File: src/rtl/seq_muldiv_if.sv
// rtl/seq_muldiv_if.sv - request/response bundle for the iterative multiply/divide unit
interface seq_muldiv_if #(
  parameter int W = 8
) ();
  logic         en;
  logic         start;
  logic [1:0]   op;
  logic [W-1:0] a;
  logic [W-1:0] b;
  logic [W-1:0] c;
  logic         busy;
  logic         done;
  logic [W-1:0] res_hi;
  logic [W-1:0] res_lo;
  logic         flag_z;
  logic         flag_n;
  logic         flag_v;
  logic         flag_h;

  modport master (
    output en, start, op, a, b, c,
    input  busy, done, res_hi, res_lo, flag_z, flag_n, flag_v, flag_h
  );

  modport slave (
    input  en, start, op, a, b, c,
    output busy, done, res_hi, res_lo, flag_z, flag_n, flag_v, flag_h
  );
endinterface

File: src/rtl/seq_muldiv.sv
// rtl/seq_muldiv.sv - iterative W-bit multiply/divide unit with fixed W+1 cycle latency
module seq_muldiv #(
  parameter int W = 8
) (
  input logic         CLK,
  input logic         RST_N,
  seq_muldiv_if.slave bus
);
  localparam int CW = $clog2(W + 1);

  typedef enum logic [1:0] {IDLE, BUSY, FIN} state_t;

  state_t        state_q, state_d;
  logic [CW-1:0] cnt_q, cnt_d;
  logic          is_div_q, is_div_d;
  logic          neg_q, neg_d;
  logic          ovf_q, ovf_d;
  logic          h_q, h_d;
  logic [W-1:0]  mcand_q, mcand_d;
  logic [W-1:0]  hi_q, hi_d;
  logic [W-1:0]  lo_q, lo_d;
  logic [W-1:0]  c_q, c_d;
  logic [W-1:0]  res_hi_q, res_hi_d;
  logic [W-1:0]  res_lo_q, res_lo_d;
  logic          flag_z_q, flag_z_d;
  logic          flag_n_q, flag_n_d;
  logic          flag_v_q, flag_v_d;
  logic          flag_h_q, flag_h_d;

  logic           start_div;
  logic           start_signed;
  logic [W-1:0]   a_mag;
  logic [W-1:0]   b_mag;
  logic [W:0]     add_sum;
  logic [W:0]     sub_shift;
  logic [W-1:0]   sub_diff;
  logic           sub_ge;
  logic [W-1:0]   step_hi;
  logic [W-1:0]   step_lo;
  logic [2*W-1:0] prod;
  logic [2*W-1:0] prod_fix;
  logic [W-1:0]   fin_hi;
  logic [W-1:0]   fin_lo;

  // Datapath: {hi,lo} is the shared product / remainder:quotient register pair.
  always_comb begin
    start_div    = bus.op[1];
    start_signed = (bus.op == 2'b01);
    a_mag        = (start_signed && bus.a[W-1]) ? -bus.a : bus.a;
    b_mag        = (start_signed && bus.b[W-1]) ? -bus.b : bus.b;

    add_sum   = {1'b0, hi_q} + (lo_q[0] ? {1'b0, mcand_q} : {(W+1){1'b0}});
    sub_shift = {hi_q, lo_q[W-1]};
    sub_ge    = (sub_shift >= {1'b0, mcand_q});
    sub_diff  = sub_shift[W-1:0] - mcand_q;

    if (is_div_q) begin
      step_hi = sub_ge ? sub_diff : sub_shift[W-1:0];
      step_lo = {lo_q[W-2:0], sub_ge};
    end else begin
      step_hi = add_sum[W:1];
      step_lo = {add_sum[0], lo_q[W-1:1]};
    end

    prod     = {step_hi, step_lo};
    prod_fix = neg_q ? -prod : prod;

    if (is_div_q) begin
      fin_hi = ovf_q ? c_q : step_hi;
      fin_lo = ovf_q ? {W{1'b1}} : step_lo;
    end else begin
      fin_hi = prod_fix[2*W-1:W];
      fin_lo = prod_fix[W-1:0];
    end
  end

  always_comb begin
    state_d  = state_q;
    cnt_d    = cnt_q;
    is_div_d = is_div_q;
    neg_d    = neg_q;
    ovf_d    = ovf_q;
    h_d      = h_q;
    mcand_d  = mcand_q;
    hi_d     = hi_q;
    lo_d     = lo_q;
    c_d      = c_q;
    res_hi_d = res_hi_q;
    res_lo_d = res_lo_q;
    flag_z_d = flag_z_q;
    flag_n_d = flag_n_q;
    flag_v_d = flag_v_q;
    flag_h_d = flag_h_q;

    case (state_q)
      IDLE: begin
        if (bus.start) begin
          state_d  = BUSY;
          cnt_d    = CW'(W);
          is_div_d = start_div;
          neg_d    = start_signed && (bus.a[W-1] ^ bus.b[W-1]);
          ovf_d    = start_div && (bus.c >= bus.b);
          h_d      = start_div && (bus.b[3:0] <= bus.c[3:0]);
          mcand_d  = start_div ? bus.b : a_mag;
          hi_d     = start_div ? bus.c : {W{1'b0}};
          lo_d     = start_div ? bus.a : b_mag;
          c_d      = bus.c;
        end
      end
      BUSY: begin
        hi_d  = step_hi;
        lo_d  = step_lo;
        cnt_d = cnt_q - CW'(1);
        // Final step commits straight into the result registers so they are valid with done.
        if (cnt_q == CW'(1)) begin
          state_d  = FIN;
          res_hi_d = fin_hi;
          res_lo_d = fin_lo;
          flag_z_d = is_div_q ? (fin_lo == '0) : (fin_hi == '0);
          flag_n_d = is_div_q ? fin_lo[W-1] : fin_hi[W-1];
          flag_v_d = is_div_q && ovf_q;
          flag_h_d = h_q;
        end
      end
      FIN:     state_d = IDLE;
      default: state_d = IDLE;
    endcase
  end

  always_ff @(posedge CLK) begin
    if (!RST_N) begin
      state_q  <= IDLE;
      cnt_q    <= '0;
      is_div_q <= 1'b0;
      neg_q    <= 1'b0;
      ovf_q    <= 1'b0;
      h_q      <= 1'b0;
      mcand_q  <= '0;
      hi_q     <= '0;
      lo_q     <= '0;
      c_q      <= '0;
      res_hi_q <= '0;
      res_lo_q <= '0;
      flag_z_q <= 1'b0;
      flag_n_q <= 1'b0;
      flag_v_q <= 1'b0;
      flag_h_q <= 1'b0;
    end else if (bus.en) begin
      state_q  <= state_d;
      cnt_q    <= cnt_d;
      is_div_q <= is_div_d;
      neg_q    <= neg_d;
      ovf_q    <= ovf_d;
      h_q      <= h_d;
      mcand_q  <= mcand_d;
      hi_q     <= hi_d;
      lo_q     <= lo_d;
      c_q      <= c_d;
      res_hi_q <= res_hi_d;
      res_lo_q <= res_lo_d;
      flag_z_q <= flag_z_d;
      flag_n_q <= flag_n_d;
      flag_v_q <= flag_v_d;
      flag_h_q <= flag_h_d;
    end
  end

  assign bus.busy   = (state_q == BUSY);
  assign bus.done   = (state_q == FIN);
  assign bus.res_hi = res_hi_q;
  assign bus.res_lo = res_lo_q;
  assign bus.flag_z = flag_z_q;
  assign bus.flag_n = flag_n_q;
  assign bus.flag_v = flag_v_q;
  assign bus.flag_h = flag_h_q;
endmodule

File: src/flat_wrapper.sv
// flat-port wrapper written by rule: the top's interface ports become plain ports
module seq_muldiv_flat 
#(
  parameter int W = 8
)
  (CLK, RST_N, bus_en, bus_start, bus_op, bus_a, bus_b, bus_c, bus_busy, bus_done, bus_res_hi, bus_res_lo, bus_flag_z, bus_flag_n, bus_flag_v, bus_flag_h);
  seq_muldiv_if #(.W(W)) bus_i ();
  input logic CLK;
  input logic RST_N;
  input wire logic [$bits(bus_i.en)-1:0] bus_en;
  input wire logic [$bits(bus_i.start)-1:0] bus_start;
  input wire logic [$bits(bus_i.op)-1:0] bus_op;
  input wire logic [$bits(bus_i.a)-1:0] bus_a;
  input wire logic [$bits(bus_i.b)-1:0] bus_b;
  input wire logic [$bits(bus_i.c)-1:0] bus_c;
  output wire logic [$bits(bus_i.busy)-1:0] bus_busy;
  output wire logic [$bits(bus_i.done)-1:0] bus_done;
  output wire logic [$bits(bus_i.res_hi)-1:0] bus_res_hi;
  output wire logic [$bits(bus_i.res_lo)-1:0] bus_res_lo;
  output wire logic [$bits(bus_i.flag_z)-1:0] bus_flag_z;
  output wire logic [$bits(bus_i.flag_n)-1:0] bus_flag_n;
  output wire logic [$bits(bus_i.flag_v)-1:0] bus_flag_v;
  output wire logic [$bits(bus_i.flag_h)-1:0] bus_flag_h;
  assign bus_i.en = bus_en;
  assign bus_i.start = bus_start;
  assign bus_i.op = bus_op;
  assign bus_i.a = bus_a;
  assign bus_i.b = bus_b;
  assign bus_i.c = bus_c;
  assign bus_busy = bus_i.busy;
  assign bus_done = bus_i.done;
  assign bus_res_hi = bus_i.res_hi;
  assign bus_res_lo = bus_i.res_lo;
  assign bus_flag_z = bus_i.flag_z;
  assign bus_flag_n = bus_i.flag_n;
  assign bus_flag_v = bus_i.flag_v;
  assign bus_flag_h = bus_i.flag_h;
  seq_muldiv #(.W(W)) u_core (.CLK(CLK), .RST_N(RST_N), .bus(bus_i));
endmodule
File: config.mk
export PLATFORM = sky130hd
export DESIGN_NAME = seq_muldiv_flat
export DESIGN_NICKNAME = d
export VERILOG_FILES = /design/src/rtl/seq_muldiv_if.sv /design/src/rtl/seq_muldiv.sv /design/src/flat_wrapper.sv
export SDC_FILE = /design/constraint.sdc
export NUM_CORES = 1
export LEC_CHECK = 0
export ABC_AREA = 1
export CORE_ASPECT_RATIO = 1.1
export CORE_UTILIZATION = 52
export DETAILED_ROUTE_END_ITERATION = 6
export PLACE_DENSITY = 0.86
export SKIP_LAST_GASP = 1
export SLEW_MARGIN = 20
export SYNTH_ARGS = -nofsm -noshare
export SYNTH_HDL_FRONTEND = slang
export SYNTH_SLANG_ARGS = --single-unit
File: constraint.sdc
create_clock -name CLK -period 3 [get_ports CLK]
set_input_delay 0.45 -clock CLK [delete_from_list [all_inputs] [get_ports CLK]]
set_output_delay 0.45 -clock CLK [all_outputs]
set_load 0.005 [all_outputs]
After elaboration in Yosys (flattened, before gate mapping). Cells that the tools add are included.

$add $sub $neg: 6. Order comparisons: 3. Equal/unequal tests: 6. Mux-type cells: 25. Bitwise operators: 1. Reductions and logical operators: 14.

Operators by type and width (number): 2-to-1 mux 8 bit (15); case mux 8 bit (2 select lines) (2); zero test 8 bit (2); 2-to-1 mux 16 bit (1); negation 16 bit (1); negation 8 bit (2); AND reduction 3 bit (4); adder 8 x 9 -> 9 bit (1); >= comparator 9 x 8 -> 1 bit (1); >= comparator 8 bit (1); case mux 4 bit (2 select lines) (1); subtractor 8 bit (1); logical AND 1 bit (6); == test 2 x 1 -> 1 bit (second input constant) (2); == test 4 x 1 -> 1 bit (second input constant) (1); <= comparator 4 bit (1); 2-to-1 mux 2 bit (2); 2-to-1 mux 4 bit (1); case mux 2 bit (2 select lines) (1); subtractor 4 x 1 -> 4 bit (second input constant) (1); == test 2 bit (second input constant) (1); zero test 2 bit (1); 2-to-1 mux 1 bit (2); inequality test 2 x 1 -> 1 bit (second input constant) (1); 3 further kinds (3).

Register bits: 62. Input bits: 30. Output and inout port bits: 22. Word-level logic and storage cells: 71.

Depth between registers and ports, before layout. Gate-level depths: netlist (run 1).

Depth in word-level cells: 8. Depth in mapped cells: 24. Depth with buffers taken out: 24.

Worst setup path before layout (run 1). Ideal clock, no wire load.

Kind: register to register. Start: register u_core.mcand_q[6]. End: register u_core.flag_z_q, in the netlist u_core.bus.flag_z. Setup time: 66 ps. Data arrival time: 2735 ps. Data required time: 2934 ps. Slack: 198 ps. Cell stages (with the launch flop): 23. Buffers on the path: 0. Clock period less this slack: 2802 ps. Cell sequence: dfxtp_1 -> inv_1 -> ha_1 -> a21oi_2 -> nor2_1 -> nor2_8 -> nand3_4 -> nand2_2 -> ha_1 -> inv_1 -> nor3_1 -> inv_1 -> nor3_2 -> nand3_2 -> nor2_4 -> nand2_1 -> nand2_1 -> nand2_1 -> nand3_1 -> nand4_1 -> nor2_1 -> nand3_1 -> a21oi_2.

Longest elaborated chain between the ends: 8. Elaborated cells between the ends (all ways): 16. Those cells by class: add/sub (3); order compare (1); mux (10); reduce/logical (2).

Ends and longest elaborated chain: start: declaration (line seq_muldiv.sv:19) `logic [W-1:0] mcand_q, mcand_d;`; start signal: assignment (line seq_muldiv.sv:155) `mcand_q <= mcand_d;`; 2-to-1 mux 8 bit, or another cell as far along (line seq_muldiv.sv:52) `add_sum = {1'b0, hi_q} + (lo_q[0] ? {1'b0, mcand_q} : {(W+1){1'b0}});`; adder 8 x 9 -> 9 bit / 2-to-1 mux 8 bit (equally long branches) (line seq_muldiv.sv:52, seq_muldiv.sv:58); 2-to-1 mux 8 bit (line seq_muldiv.sv:57) `if (is_div_q) begin`; negation 16 bit (line seq_muldiv.sv:66) `prod_fix = neg_q ? -prod : prod;`; 2-to-1 mux 16 bit (line seq_muldiv.sv:66); 2-to-1 mux 8 bit (line seq_muldiv.sv:68) `if (is_div_q) begin`; zero test 8 bit (line seq_muldiv.sv:119) `flag_z_d = is_div_q ? (fin_lo == '0) : (fin_hi == '0);`; 2-to-1 mux 1 bit (*) (line seq_muldiv.sv:119); end signal: assignment (line seq_muldiv.sv:161) `flag_z_q <= flag_z_d;`; end: declaration (line seq_muldiv.sv:25) `logic flag_z_q, flag_z_d;`.

Every way passes the cells marked *; elsewhere a longest branch is shown, timed or not. A chain may end at the register's enable or synchronous reset.

Final worst setup path (run 1).
Start: register u_core.mcand_q[2]. End: register u_core.flag_z_q, in the netlist u_core.bus.flag_z.

Same word-level chain as after synthesis.

==> impl_metrics.py, run 1 <==
metrics = {
    "synth": {
        "yosysSeqAreaShare": 0.251,
        "ys.flop_type": "dfxtp_1",
        "netlist.area_leader.share": 0.251,
        "syn-num-nets": 820,
        "synth_area_per_cell_um2": 6.55,
        "yosysTopAreaCell": "dfxtp_1",
        "synth_commonest_cells": "131 x nand2_1, 114 x inv_1, 79 x o21ai_0, 67 x nor2_1, 62 x dfxtp_1",
        "synthCells": 755,
        "yosysWarnings": 0,
        "async_flop_share": 0,
        "synth_cell_types": 50,
        "ys_seq_elements": 62,
        "synth_area_um2": 4940,
        "synth_edf_count": 0,
        "yosysMostFrequentCell": "nand2_1",
        "synth_area_leaders": "dfxtp_1 25%, nand2_1 9.9%, inv_1 8.7%",
    },
    "detailed_routing": {
        "ant_nets": 0,
        "avgRoutedWirePerCell_um": 16.7,
        "first_pass_iters": 7,
        "drt_iter0_drc": 667,
        "viasPerCell": 5.99,
        "drc": 17,
        "vias": 5639,
        "drt-total-wl_um": 15800,
    },
    "cells_and_area": {
        "antennaDiodeCount": 0,
        "area_growth_pct": 23.6,
        "drive_above_1_share": 0.143,
        "multi_input_area_um2": 3260,
        "final_nets": 888,
        "final_util": 0.675,
        "regArea_um2": 1250,
        "n_fill_cell": 726,
    },
    "worst_hold_path": {
        "hp-class": "reg2reg",
    },
    "critical_path": {
        "rrSetupSlack_ns": 0.08,
        "crit_buf_inv": 3,
        "path_common_cell": "nand2_1",
        "arrival_ns": 3.22,
        "slowest_stage": "dfxtp_1",
        "required_ns": 3.30,
        "reg2reg_depth": 24,
        "startpoint_type": "flop",
        "worstSetupPathType": "reg2reg",
        "crit_path_end_kind": "flop",
        "crit_start": "u_core.mcand_q[2]$_SDFFE_PN0P_",
        "critPathMaxStageDelay_ns": 0.31,
        "crit_chain": "inv_1 > ha_4 > nand2_1 > nor2_1 > nand2_1 > nand3_2 > nand2_4 > nand3_4 > nand2_4 > ha_1 > inv_1 > nor3_2 > inv_1 > nor3_4 > nand3_2 > nor2_4 > nand3_2 > nand2_1 > nand2_1 > nand3_1 > nand2_2 > nor2_2 > nand3_1 > a21oi_2",
        "crit-reg2reg-launch": "u_core.mcand_q[2]$_SDFFE_PN0P_",
        "critPathTopFamily": "simple AND/OR/NAND/NOR gates",
        "r2r-end": "u_core.bus.flag_z$_SDFFE_PN0P_",
        "worstSetupEndpoint": "u_core.bus.flag_z$_SDFFE_PN0P_",
        "cp_max_fo": 4,
        "path_depth": 24,
    },
    "run": {
        "drv_cap": 0,
    },
    "clock_network": {
        "cts_tree": "done",
        "cts.sinks": 62,
        "ctsHoldBuffers": 0,
        "cts-buffers-inserted": 9,
        "cts_htree_levels": 3,
        "clk_latency_ns": 0.36,
        "cts-root-buf": "clkbuf_8",
        "path_clk_slew_ns": 0.08,
        "cts_buffer_depth": 2,
    },
    "pwr": {
        "p_total_mw": 3.23,
        "peakVddDrop_mv": 0.328,
        "power_density_nw_per_um2": 529,
        "p_leak_nw": 2.87,
    },
    "grt": {
        "grt.total_usage": 0.313,
        "grt_pass1_wl_um": 24100,
        "grt_antenna_before_repair": 0,
        "grt_max_degree": 31,
        "grt_overflow": 0,
        "first_global_vias": 5265,
    },
    "timing": {
        "drv_slew": 0,
        "hold_slack_ns": 0.492,
        "setup-tns-final_ns": 0,
        "hold_violations": 0,
        "slew_headroom": 0.579,
        "fin_skew_ns": 0.0105,
        "setup_viol": 0,
        "period_share": 0.973,
        "post-route-min-period_ns": 2.92,
        "fmax_mhz": 343,
        "tightestPinTransition_ns": 0.627,
        "rsz0062_at_grt": "true",
    },
    "place": {
        "globalplace.congestion": 0.962,
        "dp_hpwl_um": 11400,
        "port_buffers": 51,
    },
    "floorplanning": {
        "rows": 36,
        "start_util": 0.546,
        "ioPinCount": 52,
        "die_w_um": 95.0,
        "die-area_um2": 9900,
        "die_height_um": 104,
        "core_um2": 9050,
    },
    "status": {
        "status": "complete, but fails checks",
        "violations": "design-rule violations",
    },
}
[worst min-delay path by stage]
stage | startpoint | endpoint | slack [ns] | cells past startpoint
2_1_floorplan | u_core.c_q[4]$_SDFFE_PN0P_ | u_core.c_q[4]$_SDFFE_PN0P_ | 0.45 | 2
3_3_place_gp | u_core.cnt_q[0]$_SDFFE_PN0P_ | u_core.cnt_q[0]$_SDFFE_PN0P_ | 0.47 | 1
3_5_place_dp | u_core.cnt_q[0]$_SDFFE_PN0P_ | u_core.cnt_q[0]$_SDFFE_PN0P_ | 0.48 | 1
4_1_cts | u_core.cnt_q[0]$_SDFFE_PN0P_ | u_core.cnt_q[0]$_SDFFE_PN0P_ | 0.49 | 1
5_1_grt | u_core.cnt_q[0]$_SDFFE_PN0P_ | u_core.cnt_q[0]$_SDFFE_PN0P_ | 0.51 | 1
6_report | u_core.cnt_q[0]$_SDFFE_PN0P_ | u_core.cnt_q[0]$_SDFFE_PN0P_ | 0.49 | 1
[where the power goes]
| group | switching [mW] | total [mW] | internal (mW) | leakage (nW) |
|---|---|---|---|---|
| Clock | 0.359 | 0.935 | 0.576 | 0.120 |
| Combinational | 0.835 | 1.35 | 0.513 | 2.24 |
| Sequential | 0.0601 | 0.950 | 0.890 | 0.508 |
| Total | 1.25 | 3.23 | 1.98 | 2.87 |
[final cells by class]
cell class                      instances  area share
Timing Repair Buffer                   85       0.125
Tap cell                              114      0.0233
Multi-Input combinational cell        546       0.533
Clock inverter                          5      0.0174
Clock buffer                           11      0.0231
Inverter                              119      0.0731
Sequential cell                        62       0.204
[flip-flops by register name, summed over array words and instances (netlist names)]
signal and flops:
u_core.is_div_q 1, u_core.h_q 1, u_core.lo_q 8, u_core.bus.flag_v 1, u_core.cnt_q 4, u_core.bus.flag_h 1
u_core.bus.flag_n 1, u_core.neg_q 1, u_core.bus.res_hi 8, u_core.c_q 8, u_core.bus.res_lo 8, u_core.state_q 2
u_core.ovf_q 1, u_core.bus.flag_z 1, u_core.hi_q 8, u_core.mcand_q 8
[per-layer routing]
layer | vias to the layer above | global-route usage | wire length, um
met5 | - | 0 | 0
met4 | 0 | 0.194 | 974
met3 | 91 | 0.0658 | 1510
met2 | 361 | 0.498 | 7160
met1 | 2531 | 0.377 | 6100
li1 | 2656 | - | -
[timing repair]
item | 4_1_cts | 5_1_grt
setup endpoints to repair | 1 | 8
buffers inserted | 0 | 8
resized for setup | 2 | 27
pin swaps | 0 | 12
[through the flow]
stage	setup slack [ns]	instance area [um^2]	std cells
4_1_cts	0.00118	5920	934
3_5_place_dp	-0.0435	5650	918
5_1_grt	-0.0932	6110	942
6_report	0.0810	6110	942
2_1_floorplan	0.198	4940	755
3_3_place_gp	0.111	5650	918
[cells by family after synthesis]
group           count (synthesis)  synth area share
simple gates                  317             0.308
compound gates                187             0.218
buf+inv                       147             0.119
flops                          62             0.251
fa+ha+maj                      35            0.0916
xor+xnor                        7            0.0124
[cells in the final DEF, fill, tap and decap left out, types with 4 or more instances in the layout]
| cell type | Yosys | layout |
|---|---|---|
| nand4_1 | 12 | 12 |
| nor3_1 | 9 | 8 |
| a31oi_1 | 8 | 8 |
| ha_4 | 0 | 7 |
| o21ai_2 | 3 | 4 |
| nor2_2 | 4 | 5 |
| o22ai_1 | 7 | 7 |
| or2_2 | 5 | 5 |
| o21ai_0 | 79 | 77 |
| clkbuf_8 | 0 | 10 |
| o211ai_1 | 11 | 11 |
| clkdlybuf4s50_1 | 0 | 51 |
| dfxtp_1 | 62 | 57 |
| nand2_2 | 7 | 10 |
| a21oi_1 | 51 | 51 |
| nand2_1 | 131 | 127 |
| buf_4 | 0 | 34 |
| o221ai_1 | 6 | 6 |
| o21ai_1 | 4 | 5 |
| nand3_2 | 9 | 10 |
| inv_1 | 114 | 113 |
| a22oi_1 | 5 | 4 |
| nor2_1 | 67 | 65 |
| xor2_1 | 5 | 5 |
| nand3_1 | 58 | 57 |
| ha_1 | 33 | 26 |
| dfxtp_2 | 0 | 5 |
(Power assumes the default switching activity.)
==> run 2, diff against run 1 <==
--- a/config.mk
+++ b/config.mk
@@ -5,13 +5,14 @@
 export SDC_FILE = /design/constraint.sdc
 export NUM_CORES = 1
 export LEC_CHECK = 0
-export ABC_AREA = 1
 export CORE_ASPECT_RATIO = 1.1
 export CORE_UTILIZATION = 52
 export DETAILED_ROUTE_END_ITERATION = 6
 export PLACE_DENSITY = 0.86
+export RECOVER_POWER = 25
 export SKIP_LAST_GASP = 1
 export SLEW_MARGIN = 20
 export SYNTH_ARGS = -nofsm -noshare
 export SYNTH_HDL_FRONTEND = slang
 export SYNTH_SLANG_ARGS = --single-unit
+export TNS_END_PERCENT = 30
==> impl_metrics.py, run 2 <==
metrics = {
    "status": {
        "status": "complete, but fails checks",
        "violations": "negative setup slack",
    },
    "detailed_routing": {
        "drc": 0,
        "wl_met3_um": 1420,
        "route.met2.wl_um": 7880,
        "avgRoutedWirePerCell_um": 18.2,
        "ant_nets": 0,
        "drt_iter0_drc": 515,
        "viasPerCell": 6.10,
        "first_pass_iters": 6,
        "met1_length_um": 6500,
        "highest_layer": "met4",
        "vias": 5565,
        "drt-total-wl_um": 16600,
    },
    "timing": {
        "period_share": 1.12,
        "post-route-min-period_ns": 3.37,
        "slew_headroom": 0.498,
        "setup_viol": 5,
        "drv_slew": 0,
        "hold_violations": 0,
        "rsz0062_at_grt": "true",
        "worst_slack_ns": -0.365,
        "fin_skew_ns": 0.0105,
        "fmax_mhz": 297,
        "tightestPinTransition_ns": 0.748,
    },
    "synth": {
        "yosysMostFrequentCell": "nand2_1",
        "ys_seq_elements": 62,
        "yosysTopAreaCell": "dfxtp_1",
        "synth_area_um2": 4920,
        "async_flop_share": 0,
        "synth_commonest_cells": "101 x nand2_1, 66 x nor2_1, 62 x dfxtp_1, 55 x a21oi_1, 33 x ha_1",
        "synthCells": 665,
        "ys.flop_type": "dfxtp_1",
        "synth_cell_types": 81,
        "netlist.area_leader.share": 0.252,
        "yosysWarnings": 0,
        "synth_area_leaders": "dfxtp_1 25%, ha_1 8.4%, nand2_1 7.7%",
        "yosysSeqAreaShare": 0.252,
        "syn-num-nets": 730,
        "synth_edf_count": 0,
        "synth_area_per_cell_um2": 7.40,
    },
    "critical_path": {
        "cp_max_fo": 3,
        "startpoint_type": "flop",
        "critPathTopFamily": "compound AO/OA/AOI/OAI gates",
        "worstSetupPathType": "reg2reg",
        "slowest_stage": "o41ai_2",
        "arrival_ns": 3.64,
        "critPathMaxStageDelay_ns": 0.38,
        "crit_buf_inv": 1,
        "required_ns": 3.28,
        "crit_chain": "inv_1 > ha_4 > nand2b_4 > a21oi_4 > o31a_2 > nor2_4 > a21o_1 > ha_4 > nand3_4 > or2_4 > a311o_1 > o41ai_2 > xor2_1 > nor2_1 > a22oi_1 > o31ai_1",
        "reg2reg_depth": 16,
        "path_common_cell": "ha_4",
        "crit_path_end_kind": "flop",
        "path_depth": 16,
    },
    "clock_network": {
        "cts-root-buf": "clkbuf_8",
        "clk_latency_ns": 0.37,
        "path_clk_slew_ns": 0.07,
        "cts_tree": "done",
        "cts_htree_levels": 3,
        "cts.sinks": 62,
        "cts_buffer_depth": 2,
        "ctsHoldBuffers": 0,
        "cts-buffers-inserted": 9,
    },
    "floorplanning": {
        "die_w_um": 94.8,
        "ioPinCount": 52,
        "start_util": 0.546,
        "rows": 36,
        "die_height_um": 104,
        "die-area_um2": 9860,
        "core_um2": 9010,
    },
    "cells_and_area": {
        "n_fill_cell": 701,
        "drive_above_1_share": 0.217,
        "final_cell_mix": "107 x buf_4, 100 x nand2_1, 65 x nor2_1",
        "antennaDiodeCount": 0,
        "final_nets": 859,
        "final_common_cell": "buf_4",
        "final_util": 0.742,
        "area_growth_pct": 35.8,
    },
    "grt": {
        "grt_max_degree": 42,
        "first_global_vias": 5356,
        "grt.total_usage": 0.348,
        "grt_antenna_before_repair": 0,
        "grt_pass1_wl_um": 26500,
        "grt_overflow": 0,
    },
    "place": {
        "globalplace.congestion": 0.980,
        "post-place-ws_ns": -0.282,
        "dp_hpwl_um": 12800,
        "port_buffers": 51,
    },
    "worst_hold_path": {
        "hp-class": "reg2reg",
        "hold_path_depth": 2,
    },
    "pwr": {
        "p_leak_nw": 2.77,
        "power_density_nw_per_um2": 443,
        "peakVddDrop_mv": 0.266,
    },
    "run": {
        "drv_cap": 0,
    },
}
run 2: cell types whose count changed after synthesis, sizes merged, moves of 14 or more:
cell,previous run,this run
nand2,141,102
nand3,69,23
o21ai,87,36
clkbuf,19,33
a211oi,0,16
inv,116,33
mux2i,0,16
xnor2,2,23
run 2: cells by family (layout without fill, tap and decap cells):
family                     Yosys count  in the layout  synth area share
muxes                               17             17            0.0348
DFF                                 62             62             0.252
xor gates and xnor gates            33             33            0.0587
AOI/OAI and AO/OA                  187            187             0.268
and+or+nand+nor                    257            257             0.237
adders and majority gates           35             35            0.0920
buffers and inverters               74            208            0.0574
run 2: worst reg2reg max path: stages, from the launching register on:
cell      delay (ns)
dfxtp_1         0.32
inv_1           0.12
ha_4            0.16
nand2b_4        0.14
a21oi_4         0.06
o31a_2          0.37
nor2_4          0.13
a21o_1          0.19
ha_4            0.16
nand3_4         0.06
or2_4           0.27
a311o_1         0.30
o41ai_2         0.38
xor2_1          0.11
nor2_1          0.15
a22oi_1         0.10
o31ai_1         0.25
run 2: worst paths after layout:
path	startpoint	to	slack (ns)
setup / recovery	u_core.lo_q[7]$_SDFFE_PN0P_	u_core.bus.flag_z$_SDFFE_PN0P_	-0.37
hold reg to reg	u_core.bus.res_hi[1]$_SDFFE_PN0P_	u_core.bus.res_hi[1]$_SDFFE_PN0P_	0.46
setup reg to reg	u_core.lo_q[7]$_SDFFE_PN0P_	u_core.bus.flag_z$_SDFFE_PN0P_	-0.37
hold / removal	u_core.bus.res_hi[1]$_SDFFE_PN0P_	u_core.bus.res_hi[1]$_SDFFE_PN0P_	0.46
run 2: final cells by class:
type	count	area (um^2)	share of cell area
clock buffers	9	124	0.0185
clock inverters	7	128	0.0191
inverters	34	128	0.0191
multi-input cells	529	3590	0.537
flip-flops and latches	62	1260	0.188
well taps	114	143	0.0213
repair buffers	158	1310	0.197
run 2: what timing repair did:
| action | CTS | global route |
|---|---|---|
| pin swaps | 0 | 19 |
| buffers inserted | 0 | 7 |
| gates resized for setup | 1 | 33 |
| setup endpoints to repair | 6 | 10 |
| endpoints found under the hold margin | 0 | 0 |
run 2: metal layers:
layer  track usage  up-vias
met5             0        -
met3        0.0694       73
met1         0.423     2555
met2         0.571      312
li1              -     2625
met4         0.183        0
run 2: through the flow:
step                      setup TNS (ns)  hold WS, ns  std cells  total power, mW  cell area, um^2
after global placement            -0.361        0.440        890             1.90             6200
after global routing               -2.11        0.474        913             3.08             6680
after CTS                         -0.833        0.463        906             2.86             6460
after floorplan                   -0.518        0.432        665             1.49             4950
final                              -1.13        0.458        913             2.96             6680
after detailed placement          -0.812        0.453        890             1.92             6200
run 2: report_power, final:
part           switching [mW]  total, mW  internal (mW)
Combinational           0.588       1.11          0.519
Clock                   0.386      0.951          0.564
Sequential             0.0431      0.901          0.858
==> run 3, diff against run 2 <==
--- a/config.mk
+++ b/config.mk
@@ -5,10 +5,11 @@
 export SDC_FILE = /design/constraint.sdc
 export NUM_CORES = 1
 export LEC_CHECK = 0
+export ABC_AREA = 1
 export CORE_ASPECT_RATIO = 1.1
 export CORE_UTILIZATION = 52
 export DETAILED_ROUTE_END_ITERATION = 6
-export PLACE_DENSITY = 0.86
+export PLACE_DENSITY_LB_ADDON = 0.3
 export RECOVER_POWER = 25
 export SKIP_LAST_GASP = 1
 export SLEW_MARGIN = 20
==> impl_metrics.py, run 3 (synthesized netlist as in run 1, its figures left out) <==
metrics = {
    "timing": {
        "setup_viol": 0,
        "fin_skew_ns": 0.0179,
        "drv_slew": 0,
        "tightestPinTransition_ns": 0.647,
        "post-route-min-period_ns": 2.95,
        "period_share": 0.983,
        "hold_violations": 0,
        "fmax_mhz": 339,
        "slew_headroom": 0.567,
    },
    "cells_and_area": {
        "final_area_um2": 6200,
        "antennaDiodeCount": 0,
        "final_common_cell": "nand2_1",
        "final_nets": 894,
        "drive_above_1_share": 0.169,
        "area_growth_pct": 25.3,
        "final_cell_mix": "127 x nand2_1, 107 x inv_1, 79 x o21ai_0",
    },
    "floorplanning": {
        "die_height_um": 104,
        "die_w_um": 95.0,
        "rows": 36,
        "ioPinCount": 52,
        "core_um2": 9050,
        "start_util": 0.546,
        "die-area_um2": 9900,
    },
    "clock_network": {
        "ctsHoldBuffers": 0,
        "cts-root-buf": "clkbuf_8",
        "cts_buffer_depth": 2,
        "path_clk_slew_ns": 0.08,
        "cts-buffers-inserted": 9,
        "cts.sinks": 62,
        "clk_latency_ns": 0.36,
        "cts_tree": "done",
        "cts_htree_levels": 3,
    },
    "place": {
        "globalplace.congestion": 0.991,
        "place_area_um2": 5690,
        "dp_hpwl_um": 11800,
        "port_buffers": 51,
    },
    "pwr": {
        "peakVddDrop_mv": 0.325,
        "power_density_nw_per_um2": 516,
        "p_total_mw": 3.20,
        "p_leak_nw": 2.97,
    },
    "grt": {
        "grt_pass1_wl_um": 25100,
        "grt_max_degree": 33,
        "grt_antenna_before_repair": 0,
        "grt.total_usage": 0.327,
        "grt_overflow": 0,
        "first_global_vias": 5179,
    },
    "critical_path": {
        "cp_max_fo": 4,
        "crit_path_end_kind": "flop",
        "worstSetupPathType": "reg2reg",
        "required_ns": 3.30,
        "startpoint_type": "flop",
        "arrival_ns": 3.25,
    },
    "detailed_routing": {
        "first_pass_iters": 5,
        "avgRoutedWirePerCell_um": 17.1,
        "drt-total-wl_um": 16200,
        "drt_iter0_drc": 485,
        "drc": 0,
        "vias": 5582,
        "viasPerCell": 5.89,
        "ant_nets": 0,
    },
    "run": {
        "drv_cap": 0,
    },
    "status": {
        "status": "complete, no violations",
    },
    "worst_hold_path": {
        "hp-class": "reg2reg",
    },
}
==> run 3: area by class of cell <==
class | count | area [um^2]
flip-flops and latches | 62 | 1260
clock buffers | 9 | 124
fillers | 795 | 2860
multi-input cells | 546 | 3300
repair buffers | 91 | 820
clock inverters | 7 | 104
well taps | 114 | 143
inverters | 119 | 449
==> run 3: final timing paths <==
path | start | to | slack (ns) | depth (start not counted)
hold / removal | u_core.c_q[5]$_SDFFE_PN0P_ | u_core.c_q[5]$_SDFFE_PN0P_ | 0.49 | 2
setup reg to reg | u_core.mcand_q[4]$_SDFFE_PN0P_ | u_core.bus.flag_z$_SDFFE_PN0P_ | 0.05 | 24
hold reg to reg | u_core.c_q[5]$_SDFFE_PN0P_ | u_core.c_q[5]$_SDFFE_PN0P_ | 0.49 | 2
setup / recovery | u_core.mcand_q[4]$_SDFFE_PN0P_ | u_core.bus.flag_z$_SDFFE_PN0P_ | 0.05 | 24
==> run 3: timing repair <==
item,in CTS,in global routing
pin swaps,0,16
resized for setup,2,46
setup buffers,0,10
endpoints found under the setup margin,1,6
==> run 3: power breakdown <==
group	internal (mW)	switching [mW]
clock	0.479	0.382
sequential	0.892	0.0596
combinational	0.531	0.853
==> run 3: critical path, cell delays in order (launching register included) <==
cell and delay [ns]:
dfxtp_2 0.34, inv_2 0.05, ha_4 0.26, nand2_2 0.06
nor2_1 0.04, nand2_1 0.08, nand3_2 0.13, nand2_4 0.12
nand3_4 0.11, nand2_4 0.10, ha_4 0.14, inv_4 0.04
nor3_4 0.13, inv_2 0.08, nor3_4 0.21, nand3_2 0.11
nor2_4 0.17, nand2_2 0.09, nand2_2 0.07, nand2_2 0.06
nand3_2 0.06, nand4_1 0.08, nor2_1 0.12, nand3_1 0.09
a21oi_2 0.14
==> run 3: per-layer routing <==
| layer | part of all wire | global-route usage | vias to the layer above |
|---|---|---|---|
| li1 | - | - | 2675 |
| met1 | 0.41 | 0.409 | 2587 |
| met2 | 0.48 | 0.532 | 267 |
| met3 | 0.075 | 0.0643 | 53 |
| met4 | 0.033 | 0.152 | 0 |
| met5 | 0 | 0 | - |
==> run 3: stage by stage <==
step / util / instances / worst slack (ns) / hold slack [ns] / TNS, ns
final: 0.684 / 948 / 0.0513 / 0.490 / 0
after global routing: 0.684 / 948 / -0.124 / 0.502 / -0.157
after CTS: 0.655 / 938 / 0.00736 / 0.480 / 0
after detailed placement: 0.629 / 922 / -0.0250 / 0.468 / -0.0250
after global placement: 0.629 / 922 / 0.116 / 0.462 / 0
after floorplan: - / 755 / 0.198 / 0.448 / 0
